### src/rtl/alu_exec_pkg.sv
// alu_exec_pkg: opcode/branch codes, FSM states and combinational ALU helpers shared by alu_exec.
package alu_exec_pkg;

    localparam logic [3:0] OP_ADD  = 4'b0000;
    localparam logic [3:0] OP_SLL  = 4'b0001;
    localparam logic [3:0] OP_SLT  = 4'b0010;
    localparam logic [3:0] OP_SLTU = 4'b0011;
    localparam logic [3:0] OP_XOR  = 4'b0100;
    localparam logic [3:0] OP_SRL  = 4'b0101;
    localparam logic [3:0] OP_OR   = 4'b0110;
    localparam logic [3:0] OP_AND  = 4'b0111;
    localparam logic [3:0] OP_SUB  = 4'b1000;
    localparam logic [3:0] OP_SRA  = 4'b1101;

    localparam logic [2:0] BR_EQ  = 3'b000;
    localparam logic [2:0] BR_NE  = 3'b001;
    localparam logic [2:0] BR_LT  = 3'b100;
    localparam logic [2:0] BR_GE  = 3'b101;
    localparam logic [2:0] BR_LTU = 3'b110;
    localparam logic [2:0] BR_GEU = 3'b111;

    typedef enum logic [1:0] {IDLE, SHIFT, DONE} state_t;

    function automatic logic is_shift_op(input logic [3:0] op, input logic br);
        return !br && (op == OP_SLL || op == OP_SRL || op == OP_SRA);
    endfunction

    function automatic logic [31:0] alu_calc(input logic [3:0] op, input logic [31:0] a, input logic [31:0] b);
        case (op)
            OP_SUB:  return a - b;
            OP_SLT:  return {31'd0, $signed(a) < $signed(b)};
            OP_SLTU: return {31'd0, a < b};
            OP_XOR:  return a ^ b;
            OP_OR:   return a | b;
            OP_AND:  return a & b;
            default: return a + b;
        endcase
    endfunction

    function automatic logic br_cond(input logic [2:0] f3, input logic [31:0] a, input logic [31:0] b);
        case (f3)
            BR_EQ:   return a == b;
            BR_NE:   return a != b;
            BR_LT:   return $signed(a) < $signed(b);
            BR_GE:   return $signed(a) >= $signed(b);
            BR_LTU:  return a < b;
            BR_GEU:  return a >= b;
            default: return 1'b0;
        endcase
    endfunction

endpackage

### src/rtl/alu_shifter.sv
// alu_shifter: serial one-bit-per-cycle shifter; done flags the cycle whose edge performs the final step.
module alu_shifter (
    input  logic        clock,
    input  logic        reset,
    input  logic        start,
    input  logic [31:0] data_in,
    input  logic [4:0]  shamt,
    input  logic        left,
    input  logic        arith,
    output logic [31:0] data,
    output logic        done
);
    logic [4:0] cnt;
    logic       left_q;
    logic       arith_q;

    always_ff @(posedge clock) begin
        if (reset) begin
            data    <= '0;
            cnt     <= '0;
            left_q  <= 1'b0;
            arith_q <= 1'b0;
        end else if (start) begin
            data    <= data_in;
            cnt     <= shamt;
            left_q  <= left;
            arith_q <= arith;
        end else if (cnt != 5'd0) begin
            data <= left_q ? {data[30:0], 1'b0} : {arith_q & data[31], data[31:1]};
            cnt  <= cnt - 5'd1;
        end
    end

    assign done = cnt == 5'd1;
endmodule

### src/rtl/alu_exec.sv
// alu_exec: single-issue ALU/branch execute stage with valid/ready handshakes and a serial shifter.
module alu_exec
    import alu_exec_pkg::*;
(
    input  logic        clock,
    input  logic        reset,
    input  logic        in_valid,
    output logic        in_ready,
    input  logic [3:0]  alu_op,
    input  logic        is_branch,
    input  logic [31:0] op_a,
    input  logic [31:0] op_b,
    input  logic [31:0] pc,
    input  logic [31:0] imm,
    output logic        out_valid,
    input  logic        out_ready,
    output logic [31:0] result,
    output logic        br_taken,
    output logic [31:0] br_target
);
    state_t      state;
    state_t      state_n;
    logic [3:0]  op_q;
    logic        br_q;
    logic [31:0] a_q;
    logic [31:0] b_q;
    logic [31:0] pc_q;
    logic [31:0] imm_q;
    logic [31:0] sh_data;
    logic        sh_done;
    logic        accept;
    logic        sh_start;

    assign in_ready  = state == IDLE;
    assign out_valid = state == DONE;
    assign accept    = in_valid && in_ready;
    assign sh_start  = accept && is_shift_op(alu_op, is_branch);

    alu_shifter u_shifter (
        .clock   (clock),
        .reset   (reset),
        .start   (sh_start),
        .data_in (op_a),
        .shamt   (op_b[4:0]),
        .left    (alu_op == OP_SLL),
        .arith   (alu_op == OP_SRA),
        .data    (sh_data),
        .done    (sh_done)
    );

    always_ff @(posedge clock) begin
        if (reset) begin
            state <= IDLE;
            op_q  <= '0;
            br_q  <= 1'b0;
            a_q   <= '0;
            b_q   <= '0;
            pc_q  <= '0;
            imm_q <= '0;
        end else begin
            state <= state_n;
            if (accept) begin
                op_q  <= alu_op;
                br_q  <= is_branch;
                a_q   <= op_a;
                b_q   <= op_b;
                pc_q  <= pc;
                imm_q <= imm;
            end
        end
    end

    // A zero shift amount skips SHIFT: the shifter already holds op_a unchanged.
    always_comb begin
        state_n = state == IDLE  ? (accept ? ((sh_start && op_b[4:0] != 5'd0) ? SHIFT : DONE) : IDLE) :
                  state == SHIFT ? (sh_done ? DONE : SHIFT) :
                                   (out_ready ? IDLE : DONE);
    end

    // Outputs derive only from captured operands, so they hold steady in DONE.
    assign result    = br_q ? '0 : is_shift_op(op_q, br_q) ? sh_data : alu_calc(op_q, a_q, b_q);
    assign br_taken  = br_q && br_cond(op_q[2:0], a_q, b_q);
    assign br_target = pc_q + imm_q;
endmodule

### config.mk
export PLATFORM = sky130hd
export DESIGN_NAME = alu_exec
export DESIGN_NICKNAME = d
export VERILOG_FILES = /design/src/rtl/alu_exec_pkg.sv /design/src/rtl/alu_shifter.sv /design/src/rtl/alu_exec.sv
export SDC_FILE = /design/constraint.sdc
export NUM_CORES = 1
export LEC_CHECK = 0
export ABC_AREA = 0
export BUFFER_PORTS_ARGS = -buffer_cell sky130_fd_sc_hd__buf_4
export CORE_MARGIN = 3
export CORE_UTILIZATION = 40
export DETAILED_ROUTE_END_ITERATION = 8
export GPL_TIMING_DRIVEN = 0
export PLACE_DENSITY = 0.67
export SLEW_MARGIN = 20
export SYNTH_ARGS = -nofsm -noshare
export SYNTH_HDL_FRONTEND = slang
export SYNTH_HIERARCHICAL = 1
export SYNTH_SLANG_ARGS = --single-unit
### constraint.sdc
create_clock -name clock -period 9.8 [get_ports clock]
set_clock_uncertainty 0.05 [all_clocks]
set_input_delay 1.47 -clock clock [delete_from_list [all_inputs] [get_ports clock]]
set_output_delay 1.47 -clock clock [all_outputs]
set_load 0.02 [all_outputs]
# Word-level counts from Yosys, hierarchy flattened
# Index checks and enable logic that the tools add are counted.
# word_totals
regBits	174
out_inout_bits	67
inputBits	137
wordCells	77
# classes
bitwise_logic	4
eq_ne	22
reduce_logical	17
n_lt_le_gt_ge	4
muxes	15
addsub	4
# ops
operator	count
32-bit case mux with 6 select lines	1
32-bit two-way mux	5
32-bit adder	2
32-bit greater-or-equal comparator	2
32-bit < comparator	2
32-bit bitwise AND	1
32-bit equality test	1
32-bit inequality test	1
32-bit bitwise OR	1
32-bit subtractor	1
32-bit bitwise XOR	1
4-bit by 3-bit equality test with 1-bit output, second input constant	5
3-bit equality test, second input constant	4
4-bit equality test, second input constant	3
2-bit two-way mux	6
5-bit two-way mux	2
5-bit nonzero test	2
4-bit by 1-bit equality test with 1-bit output, second input constant	2
4-bit by 2-bit equality test with 1-bit output, second input constant	2
1-bit logical AND	6
1-bit case mux with 6 select lines	1
5-bit by 1-bit equality test with 1-bit output, second input constant	1
5-bit by 1-bit subtractor with 5-bit output, second input constant	1
1-bit logical OR	4
8 further kinds	9

# Depth between registers and ports, before layout
# Gate-level depths: netlist (run 1).
# depth
depth_word	9
mapped_depth	13
mapped_depth_nobuf	13

# Cells and area by module
# Netlist (run 1), hierarchy kept.
# by_module_without_submodules
mod	instances	seq_area_each_um2	cells_each	area_per_inst_um2
alu_exec	1	2702.6	1732	12006.5
alu_shifter	1	780.7	219	2031.9

# Worst setup path after synthesis (run 1)
# No wires, ideal clock.
# synth_path
kind	register to output
startpoint	register a_q[1]
endpoint	output port result[21]
path_buffers	0
stages_incl_launch_ff	11
t_arrival_ns	3.208
required_time_ns	8.280
path_slack_ns	5.072
cell_sequence	dfxtp_1 inv_1 ha_1 a211oi_1 o21bai_1 o21ai_0 o211ai_1 a22oi_1 o21ai_0 xnor2_1 a2111oi_0
# synth_via
elab_chain_len	4
word_cells_on_any_way	5
cone_classes	add/sub: 2; mux: 3
# synth_lines
item	line	source
start: declaration	alu_exec.sv:25	logic [31:0] a_q;
start signal: assignment	alu_exec.sv:65	a_q <= op_a;
32-bit adder or 32-bit subtractor (tied branches)	alu_exec_pkg.sv:36, alu_exec_pkg.sv:30	
32-bit case mux with 6 select lines (*)	alu_exec_pkg.sv:29	case (op)
32-bit two-way mux (*) (2 in a row)	alu_exec.sv:81	assign result = br_q ? '0 : is_shift_op(op_q, br_q) ? sh_data : alu_calc(op_q, a_q, b_q);
end: declaration	alu_exec.sv:17	output logic [31:0] result,
# Every way passes the cells marked *; elsewhere a longest branch is shown, timed or not.

# Final worst setup path (run 1)
# layout_path
startpoint	register op_q[2]
endpoint	output port result[17]
# layout_via
elab_chain_len	6
word_cells_on_any_way	15
cone_classes	eq/ne: 9; mux: 3; reduce/logical: 3
# layout_lines
item	line	source
start: declaration	alu_exec.sv:23	logic [3:0] op_q;
start signal: assignment	alu_exec.sv:63	op_q <= alu_op;
parallel branches: the longest is 4 deep, another holds 32-bit case mux with 6 select lines	n/a	
32-bit two-way mux (*) (2 in a row)	alu_exec.sv:81	
# Mark *: on every way between the ends.

==> metrics.md, run 1 <==
| Metric | Value |
|---|---|
| Die area | 37,380 um^2 |
| Area growth syn-to-layout | 19.19% |
| Share of the yosys chip area belonging to registers | about a quarter |
| Num rows | 67 |
| DR iter-0 viols | 1,537 |
| Slew Viols, Final | 0 |
| DRT antenna net count | 0 |
| Hold buffer count at cts | 0 |
| GR Layer Usage met2 | 48.13% |
| First-pass GRT wire length | between 80,000 and 90,000 um |
| Net Sw Frac | about two fifths |
| Commonest cells after routing, fill and taps aside | nand2_1, a21oi_1, buf_4 |
| Vias | between 15,000 and 20,000 |
| Top cells by area, synth | dfxtp_1, ha_1, nand2_1 |
| Yosys warns | 6 |
| Io pins | roughly 200 |
| PD cells | ~150 nW/um^2 |
| Detailed Routing Iterations Pass 1 | 6 |
| Remaining Overflow, GRT | 0 |
| Clk pwr share | between 20 and 30% |
| Gpl congestion | about 1 |
| Post-Synth Simple-Gate Area | 21.45% |
| PortBufs | between 200 and 250 |
| Number of library cell types mapped by synthesis | 90 |
| Initial antenna violation count | 0 |
| Relative slew slack | 29.15% |
| Worst-Skew Late Latency | 0.46 ns |
| Starting Density | 41.25% |
| Commonest non-fill, non-tap cell in the layout | nand2_1 |
| Global routing's busiest layer | met2 |
| Combinational fraction of design power | approximately two fifths |
| Final hold vios | 0 |
| Most frequently used flop master after synthesis | dfxtp_1 |
| Die Y | between 150 and 200 um |
| Final period utilization | 63.96% |
| Placeable core area | between 30,000 and 40,000 um^2 |
| Root buffer cell | clkbuf_16 |
| Core Util, Final | between 40% and 50% |
| Die Width | 193.3 um |
| Total wire length | around 57,000 um |
| H-tree level count | 4 |
| XOR/XNOR Fraction of Synth Area | between 3 and 4% |
| N_diodes | 0 |
| CTS Buf Count | 17 |
| Clk sink count | 174 |
| Final Non-Filler Cells | 2,633 |
| Post-synthesis mux area share | approximately 2.8% |
| Synth Area in Compound Gates | around 29% |
| Gr usage total | slightly below 30% |
| Unrepaired setup endpoints after global routing | false |
| Fill cells | 3,481 |
| Post-DP HPWL | around 44,000 um |
| Area of the multi-input gates | between 9000 and 10,000 um^2 |
| Post-Syn Instances | 1,951 |
| Post-CTS Setup Bufs | 0 |
| Hold/Removal Path Class | register to register |
| CP Launch Type | register |
| Int Pwr | about 1500 uW |
| DR vias/cell | about 5.8 |
| CP arrival | 4.75 ns |
| Status | complete, no violations |
| M3 GR Usage | around 6.1% |
| EDFF count, synth | 0 |
| Hold Worst Slack | slightly above 0.4 ns |
| Crit path time final | around 6.3 ns |
| Largest net degree at the start of global routing | 19 |
| MaxCap Viol Count | 0 |
| Required time of the worst setup path | approximately 8.3 ns |
| Met1 Resource Use GR | between 30% and 40% |
| Sequential share of power | approximately a third |
| R2R Setup Slk | 6.76 ns |
| Area of placed instances | between 15,000 and 20,000 um^2 |
| Post-Synth Adder-Cell Area | 11.93% |
| Synth Net Count | 2,220 |
| Placed insts | about 2,600 |
| Fmax | 159.6 MHz |
| Largest family of logic cells by synthesized area | compound AO/OA/AOI/OAI gates |
| Final setup fails | 0 |
| Routed len/inst | around 22 um |
| Clk buf depth | 2 |
| Final #Nets | roughly 2,400 |
| Leading area contributor after synthesis | dfxtp_1 |
| Switching pwr | 1040 uW |
| CTS tree | built |
| Share of layout cells above drive strength 1 | around 14% |
| Post-CTS sizing | 0 |
| #FFs+latches synth | about 170 |
| DR DRC count | 0 |
| CP Class | register to output pin |
| Worst-Margin Slew | a little over 1 ns |
| Setup TNS | 0 ns |
| Top-area cell type share of the netlist area | between 20% and 30% |
| Reg area | approximately 3500 um^2 |
| Synth Area per Inst | between 7 and 8 um^2 |
| Vias in the first global route | between 10,000 and 15,000 |
| Worst-path clk slew | ~0.080 ns |
| Post-Syn Area | roughly 14,000 um^2 |
| Final instance area | 16,730 um^2 |
| FFs w/ async S/R, synth | 0% |
| Peak supply drop | 131.5 uV |
| Crit path max fanout | 10 |
| Endpoint kind of the worst setup timing path | output pin |
| Leak | 0.007111 uW |
==> layer usage <==
| metal | wire length, um | vias up | share of wire (%) |
|---|---|---|---|
| li1 | - | 7246 | - |
| met1 | 24120 | 7153 | 42 |
| met2 | 25980 | 685 | 46 |
| met3 | 4671 | 123 | 8.2 |
| met4 | 2017 | 0 | 3.6 |
| met5 | 0 | - | 0 |
==> critical path, cell delays in order, from the launching register on <==
cell and delay, ns:
dfxtp_1 0.31, clkbuf_1 0.25, nand2b_1 0.38, a21oi_1 0.21, nor2_1 0.65, clkbuf_1 0.71
clkbuf_1 0.74, o21ai_0 0.20, a311oi_1 0.56, buf_4 0.25
==> final timing paths <==
path / start / to / cells after the start
worst max-delay path: op_q[2] / result[17] / 9
worst max register to register: state[0] / u_shifter/data[9] / 8
worst min register to register: imm_q[19] / imm_q[19] / 2
worst min-delay path: imm_q[19] / imm_q[19] / 2
==> layout make-up <==
cell class	instances	share of cell area, %
multi-input cells	1538	56.89
flip-flops and latches	174	20.82
repair buffers	202	9.063
plain buffers	128	3.701
well taps	448	3.350
clock buffers	17	2.542
inverters	111	2.490
clock inverters	15	1.144
==> flip-flops by register name (all words and copies together), names as in the netlist <==
signal / flops
a_q: 32
b_q: 32
br_q: 1
imm_q: 32
op_q: 4
pc_q: 32
state: 2
u_shifter/arith_q: 1
u_shifter/cnt: 5
u_shifter/data: 32
u_shifter/left_q: 1
==> cells in the mapped netlist, drive strengths merged, types with 15 or more instances <==
master / number
nand3: 24
buf: 47
o31ai: 16
a211oi: 25
xnor2: 35
dfxtp: 174
xor2: 15
a22o: 30
a21oi: 266
o211ai: 17
o21bai: 16
a21o: 35
inv: 110
mux2i: 36
clkbuf: 81
nand2: 390
nor3: 50
nor2: 136
ha: 129
nor2b: 18
o21ai: 115
==> power by group through the flow <==
stage               combinational [uW]  clock [uW]  sequential, uW
floorplan                          654           0             806
global placement                   994           0             819
detailed placement                 999           0             822
CTS                               1000         749             806
global route                      1100         773             814
finish                            1020         739             807
==> metrics by stage <==
step	total power [uW]	setup slack [ns]
2_1_floorplan	1460	5.072
3_3_place_gp	1813	4.153
3_5_place_dp	1821	4.165
4_1_cts	2559	3.651
5_1_grt	2685	3.511
6_report	2569	3.532
==> cells by family after synthesis <==
family,count (synthesis)
AO/OA/AOI/OAI,624
adder cells (fa/ha/maj),132
multiplexers,39
buffers and inverters,239
AND/OR/NAND/NOR,693
XOR/XNOR,50
flip-flops,174
Power figures use the tool's default switching activity.
==> run 2, diff against run 1 <==
Settings changed: ABC_AREA 0 to 1, PLACE_DENSITY 0.67 to 0.69.
Clock period 9.8 ns to 5.7 ns, I/O delays scaled along.
==> metrics.md, run 2 <==
| Metric | Value |
|---|---|
| Status | complete, no violations |
| Die Y | 200.0 um (+3.5%) |
| Required time of the worst setup path | 4.80 ns (-3.48 ns) |
| Endpoint kind of the worst setup timing path | output pin |
| Crit path time final | roughly 4.4 ns |
| Post-CTS sizing | 0 (unchanged) |
| Post-Synth Adder-Cell Area | 11.12% (-0.81 points) |
| EDFF count, synth | 0 (unchanged) |
| Largest family of logic cells by synthesized area | simple AND/OR/NAND/NOR gates |
| Initial antenna violation count | 3 (+3) |
| Area of the multi-input gates | 9973 um^2 (+4.8%) |
| Post-synth top cells | nand2_1, nor2_1, inv_1 |
| Worst-path clk slew | 0.08 ns (about the same) |
| Commonest non-fill, non-tap cell in the layout | nand2_1 |
| H-tree level count | 4 (unchanged) |
| Post-synthesis mux area share | 0% (-2.8 points) |
| CP Launch Type | register |
| Leading area contributor after synthesis | dfxtp_1 |
| Most frequently used flop master after synthesis | dfxtp_1 |
| Final setup fails | 0 (unchanged) |
| Fmax | about 230 MHz |
| Crit path largest cell delay | 0.47 ns (-0.27 ns) |
| DR vias/cell | 5.495 (-4.9%) |
| Root buffer cell | clkbuf_16 |
| Worst-Skew Late Latency | 0.47 ns (about the same) |
| Post-DP HPWL | 54,360 um (+23%) |
| DRT antenna net count | 0 (unchanged) |
| PD cells | 301.4 nW/um^2 (+96%) |
| Sequential share of power | 28.4% (-3.0 points) |
| Remaining Overflow, GRT | 0 (unchanged) |
| Post-Syn Instances | 2,411 (+24%) |
| CP delay by family, top | simple AND/OR/NAND/NOR gates |
| Clk pwr share | 23.3% (-5.5 points) |
| Final Non-Filler Cells | 3,150 (+20%) |
| Die Width | 200.0 um (+3.5%) |
| Final #Nets | 2,902 (+19%) |
| Total wire length | 66,530 um (+17%) |
| Post-Syn Area | 15,060 um^2 (+7.3%) |
| Clk sink count | 174 (unchanged) |
| Synth Net Count | 2,680 (+21%) |
| FFs w/ async S/R, synth | 0% (unchanged) |
| Unrepaired setup endpoints after global routing | false |
| Die area | 40,020 um^2 (+7.1%) |
| Int Pwr | 2922 uW (+91%) |
| Vias in the first global route | 16,530 (+11%) |
| Combinational fraction of design power | 48.2% (+8.4 points) |
| Share of the yosys chip area belonging to registers | 23.13% (-1.7 points) |
| Setup TNS | 0 ns (unchanged) |
| CP arrival | 3.47 ns (-1.28 ns) |
| XOR/XNOR Fraction of Synth Area | 1.977% (-1.1 points) |
| Largest net degree at the start of global routing | 17 (-2) |
| PortBufs | 203 (+0.50%) |
| Most common cell in the synthesized netlist | nand2_1 |
| CP Class | register to output pin |
| Commonest cells after routing, fill and taps aside | nand2_1, nor2_1, inv_1 |
| Most frequent CP cell | nand2_1 |
| Share of layout cells above drive strength 1 | 14.32% (+0.044 points) |
| Vias | 17,310 (+14%) |
| Final hold vios | 0 (unchanged) |
| Leak | 0.008476 uW (+19%) |
| First-pass GRT wire length | 98,230 um (+14%) |
| Post-Synth Simple-Gate Area | 33.49% (+12 points) |
| DR DRC count | 0 (unchanged) |
| Reg area | 3483 um^2 (unchanged) |
| Top cells by area, synth | dfxtp_1, nand2_1, ha_1 |
| Slew Viols, Final | 0 (unchanged) |
| Switching pwr | 2450 uW (+140%) |
| CP bufs+invs | 2 (-2) |
| Net Sw Frac | 45.60% (+5.1 points) |
| Io pins | 204 (unchanged) |
| CTS Buf Count | 17 (unchanged) |
| Number of library cell types mapped by synthesis | 55 (-39%) |
| Critical-path cell list | inv_1, ha_1, o21ai_0, nand3_1, nand2_1, nand2_1, nand2_1, nand2_1, nand3b_1, nand2_1, o21ai_1, nand3_1, nand2_1, buf_4 |
| Detailed Routing Iterations Pass 1 | 5 (-1) |
| N_diodes | 0 (unchanged) |
| Relative slew slack | 30.68% (+1.5 points) |
| Placed insts | 3,118 (+20%) |
| Crit path max fanout | 5 (-5) |
| Final period utilization | between 70% and 80% |
| CTS tree | built |
| Post-CTS Setup Bufs | 0 (unchanged) |
| Peak supply drop | 375.2 uV (+190%) |
| CP max-delay cell | dfxtp_1 |
| #FFs+latches synth | 174 (unchanged) |
| Hold buffer count at cts | 0 (unchanged) |
| Routed len/inst | 21.12 um (-2.1%) |
| Synth Area in Compound Gates | 19.64% (-8.9 points) |
| Starting Density | 40.84% (-0.40 points) |
| Gr usage total | 32.84% (+3.8 points) |
| Gpl congestion | 0.9753 (-0.96%) |
| Yosys warns | 6 (unchanged) |
| Num rows | 70 (+4.5%) |
| MaxCap Viol Count | 0 (unchanged) |
| Synth Area per Inst | 6.247 um^2 (-13%) |
| DR iter-0 viols | 1,588 (+3.3%) |
| Worst-Margin Slew | 1.040 ns (+0.003716 ns) |
| Clk buf depth | 2 (unchanged) |
| Hold/Removal Path Class | register to register |
| Fill cells | 3,912 (+12%) |
| Placeable core area | 36,870 um^2 (+8.3%) |
| Area growth syn-to-layout | 18.35% |
| Top-area cell type share of the netlist area | 23.13% (-1.7 points) |
run 2: power groups by stage:
stage               clock, uW  combinational (uW)  sequential (uW)
floorplan                   0                1640             1500
global placement            0                2520             1540
detailed placement          0                2530             1550
CTS                      1270                2540             1520
global route             1310                2820             1550
finish                   1250                2590             1530
run 2: cells by family after synthesis:
logic type,after synthesis
compound gates,489
simple gates,1200
buf+inv,382
fa+ha+maj,132
xor+xnor,34
flops,174
run 2: cell type report:
type	count	area share, %
well taps	504	3.538
multi-input cells	1855	55.95
plain buffers	109	3.250
clock inverters	12	0.8564
flip-flops and latches	174	19.54
repair buffers	203	8.550
inverters	273	5.749
clock buffers	20	2.562
run 2: final timing paths:
| path | from | to | slack (ns) | cells past startpoint |
|---|---|---|---|---|
| worst max-delay path | a_q[1] | result[19] | 1.33 | 14 |
| worst min-delay path | pc_q[11] | pc_q[11] | 0.42 | 2 |
| worst max register to register | state[0] | u_shifter/data[28] | 3.14 | 9 |
| worst min register to register | pc_q[11] | pc_q[11] | 0.42 | 2 |
run 2: metal layers:
metal | track usage [%] | up-vias | share of wire, %
met4 | 14.47 | 6 | 4.8
met3 | 7.989 | 141 | 8.2
met1 | 42.77 | 8072 | 42
li1 | - | 8364 | -
met5 | 0 | - | 0.044
met2 | 51.85 | 725 | 45
run 2: tightest hold or removal path, stage by stage (launching register included):
cell	delay, ns
dfxtp_1	0.31
nand2_1	0.06
a21oi_1	0.05
run 2: stage by stage:
step / util (%) / total power (uW) / area [um^2] / hold WS [ns] / setup slack, ns
2_1_floorplan: - / 3147 / 15060 / 0.3840 / 2.719
3_3_place_gp: 46.69 / 4063 / 17220 / 0.3990 / 1.979
3_5_place_dp: 46.69 / 4080 / 17220 / 0.4114 / 2.000
4_1_cts: 48.34 / 5337 / 17820 / 0.4231 / 1.483
5_1_grt: 48.34 / 5675 / 17820 / 0.4391 / 1.136
6_report: 48.34 / 5372 / 17820 / 0.4221 / 1.328
